### src/rtl/booth_divider.sv
// Sequential signed divider for the HI/LO unit.
// Runs a radix-2 restoring division on operand magnitudes, one quotient bit per
// cycle, then applies the sign correction. The result is packed as
// Z = {remainder, quotient}, the same split the multiplier uses.
module booth_divider #(
  parameter int WIDTH = 32
) (
  input  logic               clock,
  input  logic               clear,
  input  logic               start,
  input  logic [WIDTH-1:0]   X,
  input  logic [WIDTH-1:0]   Y,
  output logic [2*WIDTH-1:0] Z,
  output logic               busy,
  output logic               done,
  output logic               div_by_zero
);

  localparam int CW = $clog2(WIDTH);

  typedef enum logic [1:0] {IDLE, CALC, FIX} state_t;

  state_t             state_reg, state_next;
  logic [WIDTH-1:0]   rem_reg, quo_reg, absy_reg, x_reg;
  logic [CW-1:0]      cnt_reg;
  logic               sign_x_reg, sign_q_reg, dbz_reg;
  logic [2*WIDTH-1:0] z_reg;
  logic               done_reg, div_by_zero_reg;

  logic [WIDTH-1:0]   absx, absy;
  logic [WIDTH:0]     rem_shift, trial;
  logic               trial_ok;
  logic [WIDTH-1:0]   rem_step, quo_step, q_fix, r_fix;

  // Magnitudes of the incoming operands; the most negative value maps to
  // 2^(WIDTH-1), which still fits as an unsigned number.
  always_comb begin
    absx = X[WIDTH-1] ? -X : X;
    absy = Y[WIDTH-1] ? -Y : Y;
  end

  // One restoring step: shift {rem, quo} left, try to subtract the divisor,
  // keep the difference only when it did not go negative.
  // rem < |Y| <= 2^(WIDTH-1), so the shifted remainder never exceeds WIDTH bits
  // and bit WIDTH of the trial is a reliable sign bit.
  always_comb begin
    rem_shift = {rem_reg, quo_reg[WIDTH-1]};
    trial     = rem_shift - {1'b0, absy_reg};
    trial_ok  = ~trial[WIDTH];
    rem_step  = trial_ok ? trial[WIDTH-1:0] : rem_shift[WIDTH-1:0];
    quo_step  = {quo_reg[WIDTH-2:0], trial_ok};
  end

  // Sign correction: quotient truncates toward zero, remainder follows the dividend.
  always_comb begin
    q_fix = sign_q_reg ? -quo_reg : quo_reg;
    r_fix = sign_x_reg ? -rem_reg : rem_reg;
  end

  // State register.
  always_ff @(posedge clock) begin
    if (clear) state_reg <= IDLE;
    else       state_reg <= state_next;
  end

  // Next-state logic; a zero divisor skips the iteration entirely.
  always_comb begin
    state_next = state_reg;
    case (state_reg)
      IDLE:    if (start) state_next = (Y == '0) ? FIX : CALC;
      CALC:    if (cnt_reg == CW'(WIDTH - 1)) state_next = FIX;
      FIX:     state_next = IDLE;
      default: state_next = IDLE;
    endcase
  end

  // Datapath: capture operands on accept, iterate in CALC, publish in FIX.
  always_ff @(posedge clock) begin
    if (clear) begin
      rem_reg         <= '0;
      quo_reg         <= '0;
      absy_reg        <= '0;
      x_reg           <= '0;
      cnt_reg         <= '0;
      sign_x_reg      <= 1'b0;
      sign_q_reg      <= 1'b0;
      dbz_reg         <= 1'b0;
      z_reg           <= '0;
      done_reg        <= 1'b0;
      div_by_zero_reg <= 1'b0;
    end else begin
      done_reg <= 1'b0;
      case (state_reg)
        IDLE: begin
          if (start) begin
            x_reg           <= X;
            quo_reg         <= absx;
            absy_reg        <= absy;
            rem_reg         <= '0;
            cnt_reg         <= '0;
            sign_x_reg      <= X[WIDTH-1];
            sign_q_reg      <= X[WIDTH-1] ^ Y[WIDTH-1];
            dbz_reg         <= (Y == '0);
            div_by_zero_reg <= 1'b0;
          end
        end
        CALC: begin
          rem_reg <= rem_step;
          quo_reg <= quo_step;
          cnt_reg <= cnt_reg + CW'(1);
        end
        FIX: begin
          done_reg <= 1'b1;
          if (dbz_reg) begin
            z_reg           <= {x_reg, {WIDTH{1'b1}}};
            div_by_zero_reg <= 1'b1;
          end else begin
            z_reg <= {r_fix, q_fix};
          end
        end
        default: ;
      endcase
    end
  end

  assign Z           = z_reg;
  assign busy        = (state_reg != IDLE);
  assign done        = done_reg;
  assign div_by_zero = div_by_zero_reg;

endmodule

### config.mk
export PLATFORM = sky130hd
export DESIGN_NAME = booth_divider
export DESIGN_NICKNAME = d
export VERILOG_FILES = /design/src/rtl/booth_divider.sv
export SDC_FILE = /design/constraint.sdc
export NUM_CORES = 1
export LEC_CHECK = 0
export ABC_AREA = 0
export CAP_MARGIN = 15
export CORE_UTILIZATION = 55
export CTS_BUF_LIST = sky130_fd_sc_hd__clkbuf_2 sky130_fd_sc_hd__clkbuf_4 sky130_fd_sc_hd__clkbuf_8
export DETAILED_ROUTE_END_ITERATION = 7
export MAX_ROUTING_LAYER = met4
export PLACE_DENSITY = 0.8
export RECOVER_POWER = 100
export SKIP_LAST_GASP = 1
export SLEW_MARGIN = 25
export SYNTH_ARGS = -nofsm -noshare
export SYNTH_HDL_FRONTEND = slang
export SYNTH_SLANG_ARGS = --single-unit
### constraint.sdc
create_clock -name clock -period 9.05 [get_ports clock]
set_clock_uncertainty 0.15 [all_clocks]
set_input_delay 1.81 -clock clock [delete_from_list [all_inputs] [get_ports clock]]
set_output_delay 1.81 -clock clock [all_outputs]
set_load 0.03 [all_outputs]
==> flow_summary_export.csv, run 1 <==
group,metric,value,unit
logic_synthesis,yosys.cell_types.count,60,
cts,cts_made_buffers,36,
worst_setup_path,r2r-start,"quo_reg[31]",
cts,cts_tree,"yes",
cts,clock-sinks,203,
global_route,grt_max_degree,97,
floorplanning,fp.dieArea,0.0223,mm²
logic_synthesis,syn-num-nets,1660,
worst_setup_path,max_stage_delay,2.83,ns
finish,final_common_cell,"nand2_1",
finish,largest_reg_flops,64,
floorplanning,die_width,149,µm
timing,rsz0062_at_grt,"no",
floorplanning,coreArea,0.0212,mm²
outcome,status,"complete, but fails checks",
logic_synthesis,synth-seq-area-share,34.1,%
timing,worst_slew_pin_slew,4.15,ns
run,max-cap-violations,1,
worst_setup_path,required,9.28,ns
timing,clock.fmax,163,MHz
logic_synthesis,synth_edf_count,0,
logic_synthesis,netlist_area,0.0119,mm²
global_route,grt_pass1_vias,10366,
floorplanning,die_h,149,µm
finish,multi_input_area,0.00733,mm²
route,via_per_inst,5.90,
route,drc,0,
cts,postCtsSetupRepairBufs,0,
cts,cts.clk_slew.worst_paths,0.06,ns
global_route,grt_usage,29.4,%
route,drtIter0Drc,783,
worst_setup_path,cp_top_family,"buffers and inverters",
worst_setup_path,crit_arrival,6.35,ns
cts,worstSkewPairLatency,0.53,ns
finish,final_cells,1933,
timing,fin_crit,6.12,ns
logic_synthesis,synthArstFlopShare,0,%
cts,cts.path.max_buffers,3,
timing,hold_viol,0,
finish,area_growth,17.7,%
logic_synthesis,syn_avg_cell_area,7.67,µm²
floorplanning,num_rows,53,
route,antenna_left,0,
finish,register_area,0.00407,mm²
worst_setup_path,cpMaxStageDelayCell,"clkbuf_1",
logic_synthesis,synth_cells,1554,
place,placed_cells,1872,
outcome,violations,"max-capacitance violations, max-slew violations",
worst_setup_path,crit_buf_inv,1,
worst_hold_path,worstHoldStart,"Z[47]",
route,drtPass1Iterations,5,
global_route,antenna_found_initial,0,
power_and_ir_drop,p_leak,5.34,nW
cts,cts-root-buf,"clkbuf_8",
finish,final_cell_mix,"nand2_1 (261), dfxtp_1 (202), a21oi_1 (144), nor2_1 (118), o21ai_0 (106)",
timing,finalCritPeriodShare,67.6,%
finish,diodes,0,
timing,relSlewSlack,-177,%
floorplanning,start_util,56.3,%
worst_setup_path,path_cells,"clkbuf_1 -> nor2_1 -> a32oi_1 -> o31ai_1",
worst_setup_path,startpoint_type,"input pin",
place,hpwl,22.8,mm
cts,hold_buffers,0,
worst_setup_path,cp-end-kind,"flip-flop",
timing,tns,0,ns
power_and_ir_drop,ir_drop,0.152,mV
finish,fillers,1850,
cts,htree_levels,2,
place,gp_congestion,0.912,
logic_synthesis,yosys_register_bits,203,
finish,drive_above_1_share,5.79,%
logic_synthesis,synthFlopType,"dfxtp_1",
route,routed_wl,31.6,mm
timing,finalSetupViolations,0,
finish,nets,1741,
floorplanning,io_pins,134,
worst_setup_path,cp_max_fo,93,
timing,report.final.slew_viol_count,94,
cts,cts-resized-gates,0,
global_route,grt_pass1_wl,51.3,mm
route,wl_per_cell,16.3,µm
worst_hold_path,hp-class,"flip-flop to flip-flop",
worst_setup_path,path_class,"input pin to flip-flop",
logic_synthesis,ys_warn_count,0,
worst_setup_path,worstSetupStartpoint,"clear",
power_and_ir_drop,power_density,239,mW/mm²
global_route,grt_overflow,0,
place,port_buffers,133,
route,via_count,11401,
## worst reg2reg max path, stage by stage, from the launching register on
cell	delay, ns
dfxtp_1	0.37
inv_1	0.14
ha_1	0.20
fa_1	0.19
nand2b_1	0.15
a21oi_1	0.13
o41ai_2	0.50
a21oi_1	0.23
o311ai_1	0.39
nand3_1	0.33
and2_1	0.57
or4_1	0.63
a31oi_1	0.15
## cells by family (layout without fill, tap and decap cells)
logic type | after synthesis | count (layout) | synth area share (%)
xor+xnor | 141 | 141 | 10.4
flops | 203 | 203 | 34.1
mux | 16 | 16 | 1.34
buf+inv | 149 | 253 | 4.80
simple gates | 534 | 534 | 20.3
compound gates | 472 | 472 | 25.0
fa+ha+maj | 39 | 39 | 4.16
## final timing paths
| kind | cells after the start | endpoint | slack [ns] |
|---|---|---|---|
| max | 4 | rem_reg[23] | 2.93 |
| max reg2reg | 12 | rem_reg[5] | 4.78 |
| min reg2reg | 2 | Z[47] | 0.30 |
| min | 2 | Z[47] | 0.30 |
## metrics by stage
stage | setup WS (ns) | util (%) | area, µm² | hold WS, ns | power (mW)
floorplan | 4.68 | - | 11900 | 0.282 | 2.16
global placement | 3.95 | 62.9 | 13300 | 0.291 | 2.47
detailed placement | 3.82 | 63.0 | 13300 | 0.296 | 2.48
CTS | 4.37 | 66.4 | 14000 | 0.304 | 3.35
global route | 2.52 | 66.3 | 14000 | 0.312 | 3.57
finish | 2.93 | 66.3 | 14000 | 0.298 | 3.35
## synthesized netlist by cell type, types with 10 or more instances
cell      instances  share of area [%]
a211oi_1         67                4.2
a21o_1           14               0.88
a21oi_1         144                6.0
a22oi_1          30                1.9
a311oi_1         10               0.73
clkbuf_1         84                2.6
dfxtp_1         203                 34
ha_1             38                4.0
inv_1            51                1.6
mux2i_1          16                1.3
nand2_1         263                8.3
nand2b_1         12               0.63
nand3_1          28                1.2
nor2_1          120                3.8
nor3_1           15               0.63
o211ai_1         10               0.63
o21a_1           11               0.69
o21ai_0         106                4.5
o31ai_1          30                1.9
o41ai_1          15                1.1
or3_1            19                1.0
or4_1            16                1.0
xnor2_1          58                4.3
xor2_1           83                6.1
## layer usage
layer / routed length [µm] / global-route usage (%) / vias up
li1: - / - / 5684
met1: 14100 / 38.7 / 5202
met2: 14100 / 44.8 / 427
met3: 2360 / 4.77 / 88
met4: 1010 / 11.5 / 0
met5: 0 / - / -
## layout make-up
class / instances / share of cell area [%]
Clock buffer: 53 / 4.84
Clock inverter: 8 / 0.330
Inverter: 51 / 1.36
Multi-Input combinational cell: 1202 / 52.2
Sequential cell: 203 / 29.0
Tap cell: 275 / 2.45
Timing Repair Buffer: 141 / 9.81
## where the power goes
part / switching (mW) / internal (mW) / total, mW
Sequential: 0.121 / 0.967 / 1.09
Combinational: 0.833 / 0.568 / 1.40
Clock: 0.377 / 0.481 / 0.859
Power figures use the tool's default switching activity.
==> run 2, diff against run 1 <==
Clock period 9.05 ns to 6.3 ns, I/O delays scaled along.
==> run 2 against run 1 <==
The run still ends with max-capacitance violations, max-slew violations left. Via count is 0.89% higher. Die area stayed put. Routed wire length is 0.61% higher. Register-to-register slack worse by 3.3 ns. Count of clock-buffer cells in the layout is 7 higher. Critical path type is now flip-flop to flip-flop. Critical endpoint is now rem_reg[5]. Largest power group unchanged. Highest routed layer unchanged.
==> flow_summary_export.csv, run 2 (synthesized netlist as in run 1, its figures left out) <==
group,metric,value,unit
floorplanning,num_rows,53,
route,routed_wl,31.8,mm
worst_setup_path,crit_arrival,5.14,ns
place,hpwl,22.7,mm
power_and_ir_drop,p_leak,5.38,nW
place,dpl_cell_area,0.0133,mm²
cts,htree_levels,2,
worst_setup_path,cp_max_fo,25,
power_and_ir_drop,net-switching-power,1.93,mW
power_and_ir_drop,p_int,3.05,mW
power_and_ir_drop,p_comb_share,40.6,%
timing,finalSetupViolations,0,
power_and_ir_drop,p_seq_share,31.3,%
finish,area_growth,18.4,%
global_route,grt_max_degree,120,
timing,report.final.slew_viol_count,229,
global_route,grtUsageMet2,45.8,%
worst_setup_path,reg2reg_slack,1.45,ns
timing,tns,0,ns
route,drc,0,
timing,worst_slew_pin_slew,3.33,ns
global_route,met3_usage,3.79,%
finish,drive_above_1_share,5.66,%
route,drtPass1Iterations,5,
power_and_ir_drop,clkPwrFrac,28.1,%
power_and_ir_drop,ir_drop,0.371,mV
worst_setup_path,endpoint,"rem_reg[5]",
worst_setup_path,r2r-end,"rem_reg[5]",
place,gp_congestion,0.927,
worst_setup_path,worst-r2r-cell-count,10,
place,placed_cells,1873,
floorplanning,fp.dieArea,0.0223,mm²
global_route,grt_pass1_wl,52.0,mm
cts,cts-root-buf,"clkbuf_8",
finish,nets,1742,
timing,finalCritPeriodShare,77.0,%
cts,hold_buffers,0,
worst_setup_path,path_class,"flip-flop to flip-flop",
floorplanning,io_pins,134,
outcome,violations,"max-capacitance violations, max-slew violations",
timing,clock.fmax,206,MHz
floorplanning,start_util,56.3,%
finish,fillers,1833,
cts,postCtsSetupRepairBufs,0,
outcome,status,"complete, but fails checks",
worst_setup_path,startpoint_type,"flip-flop",
floorplanning,die_width,149,µm
power_and_ir_drop,switching_share,38.8,%
worst_hold_path,hp-class,"flip-flop to flip-flop",
cts,cts-resized-gates,0,
global_route,grt_usage,29.7,%
finish,fin_area,0.0141,mm²
cts,cts.path.max_buffers,3,
global_route,top_usage_layer,"met2",
timing,relSlewSlack,-122,%
floorplanning,die_h,149,µm
global_route,grt_use_met1,39.3,%
finish,final_cells,1937,
route,drtIter0Drc,777,
finish,diodes,0,
cts,cts_tree,"yes",
global_route,grt_pass1_vias,10574,
route,wl_per_cell,16.4,µm
floorplanning,coreArea,0.0212,mm²
power_and_ir_drop,finalPower,4.98,mW
cts,clock-sinks,203,
worst_setup_path,r2r-start,"rem_reg[2]",
timing,rsz0062_at_grt,"no",
cts,cts.clk_slew.worst_paths,0.06,ns
worst_setup_path,cp-end-kind,"flip-flop",
cts,cts_made_buffers,36,
cts,worstSkewPairLatency,0.53,ns
power_and_ir_drop,power_density,353,mW/mm²
finish,final_cell_mix,"nand2_1 (262), dfxtp_1 (202), a21oi_1 (144), nor2_1 (119), o21ai_0 (107)",
global_route,antenna_found_initial,0,
timing,fin_crit,4.85,ns
worst_setup_path,required,6.59,ns
worst_setup_path,worstSetupStartpoint,"rem_reg[2]",
run,max-cap-violations,5,
finish,largest_reg_flops,64,
route,antenna_left,0,
timing,hold_slack,0.302,ns
route,via_per_inst,5.94,
global_route,grt_overflow,0,
route,via_count,11503,
finish,final_common_cell,"nand2_1",
timing,hold_viol,0,
place,port_buffers,133,
-- run 2: worst min-delay path by stage --
stage	to	slack [ns]	cells past startpoint	start
floorplan	absy_reg[21]	0.28	2	absy_reg[21]
global placement	absy_reg[21]	0.29	2	absy_reg[21]
detailed placement	x_reg[15]	0.30	2	x_reg[15]
CTS	x_reg[15]	0.30	2	x_reg[15]
global route	x_reg[15]	0.32	2	x_reg[15]
finish	Z[63]	0.30	2	Z[63]
-- run 2: metal layers --
layer	share of wire, %	vias up	wire length (µm)
met5	0	-	0
met4	3.1	0	983
met3	6.2	79	1960
met2	45	415	14300
met1	46	5322	14500
li1	-	5687	-
-- run 2: per-stage QoR --
step	worst slack, ns	util, %
floorplan	2.48	-
finish	1.45	66.7
CTS	2.17	66.9
global placement	1.76	62.9
detailed placement	1.63	63.0
global route	1.17	66.7
-- run 2: final cells by class --
| type | instances | area [µm²] | area share [%] |
|---|---|---|---|
| multi-input cells | 1202 | 7290 | 51.7 |
| flip-flops and latches | 203 | 4070 | 28.8 |
| repair buffers | 142 | 1380 | 9.78 |
| clock buffers | 60 | 763 | 5.41 |
| well taps | 275 | 344 | 2.44 |
| inverters | 51 | 191 | 1.36 |
| clock inverters | 4 | 73.8 | 0.523 |
-- run 2: power groups by stage --
stage               registers, mW  clock network (mW)  logic [mW]
detailed placement           1.58                   0        1.99
finish                       1.56                1.40        2.02
floorplan                    1.51                   0        1.59
global route                 1.57                1.48        2.23
CTS                          1.55                1.42        2.00
global placement             1.57                   0        1.97
-- run 2: critical path, stage by stage (launching register included) --
cell and delay [ns]:
dfxtp_1 0.54, ha_1 0.36, o211ai_1 0.18, a21oi_1 0.09
o41ai_1 0.66, a21oi_1 0.29, o311ai_0 0.55, nand3_1 0.38
and2_0 0.74, or4_1 0.70, a31oi_1 0.13
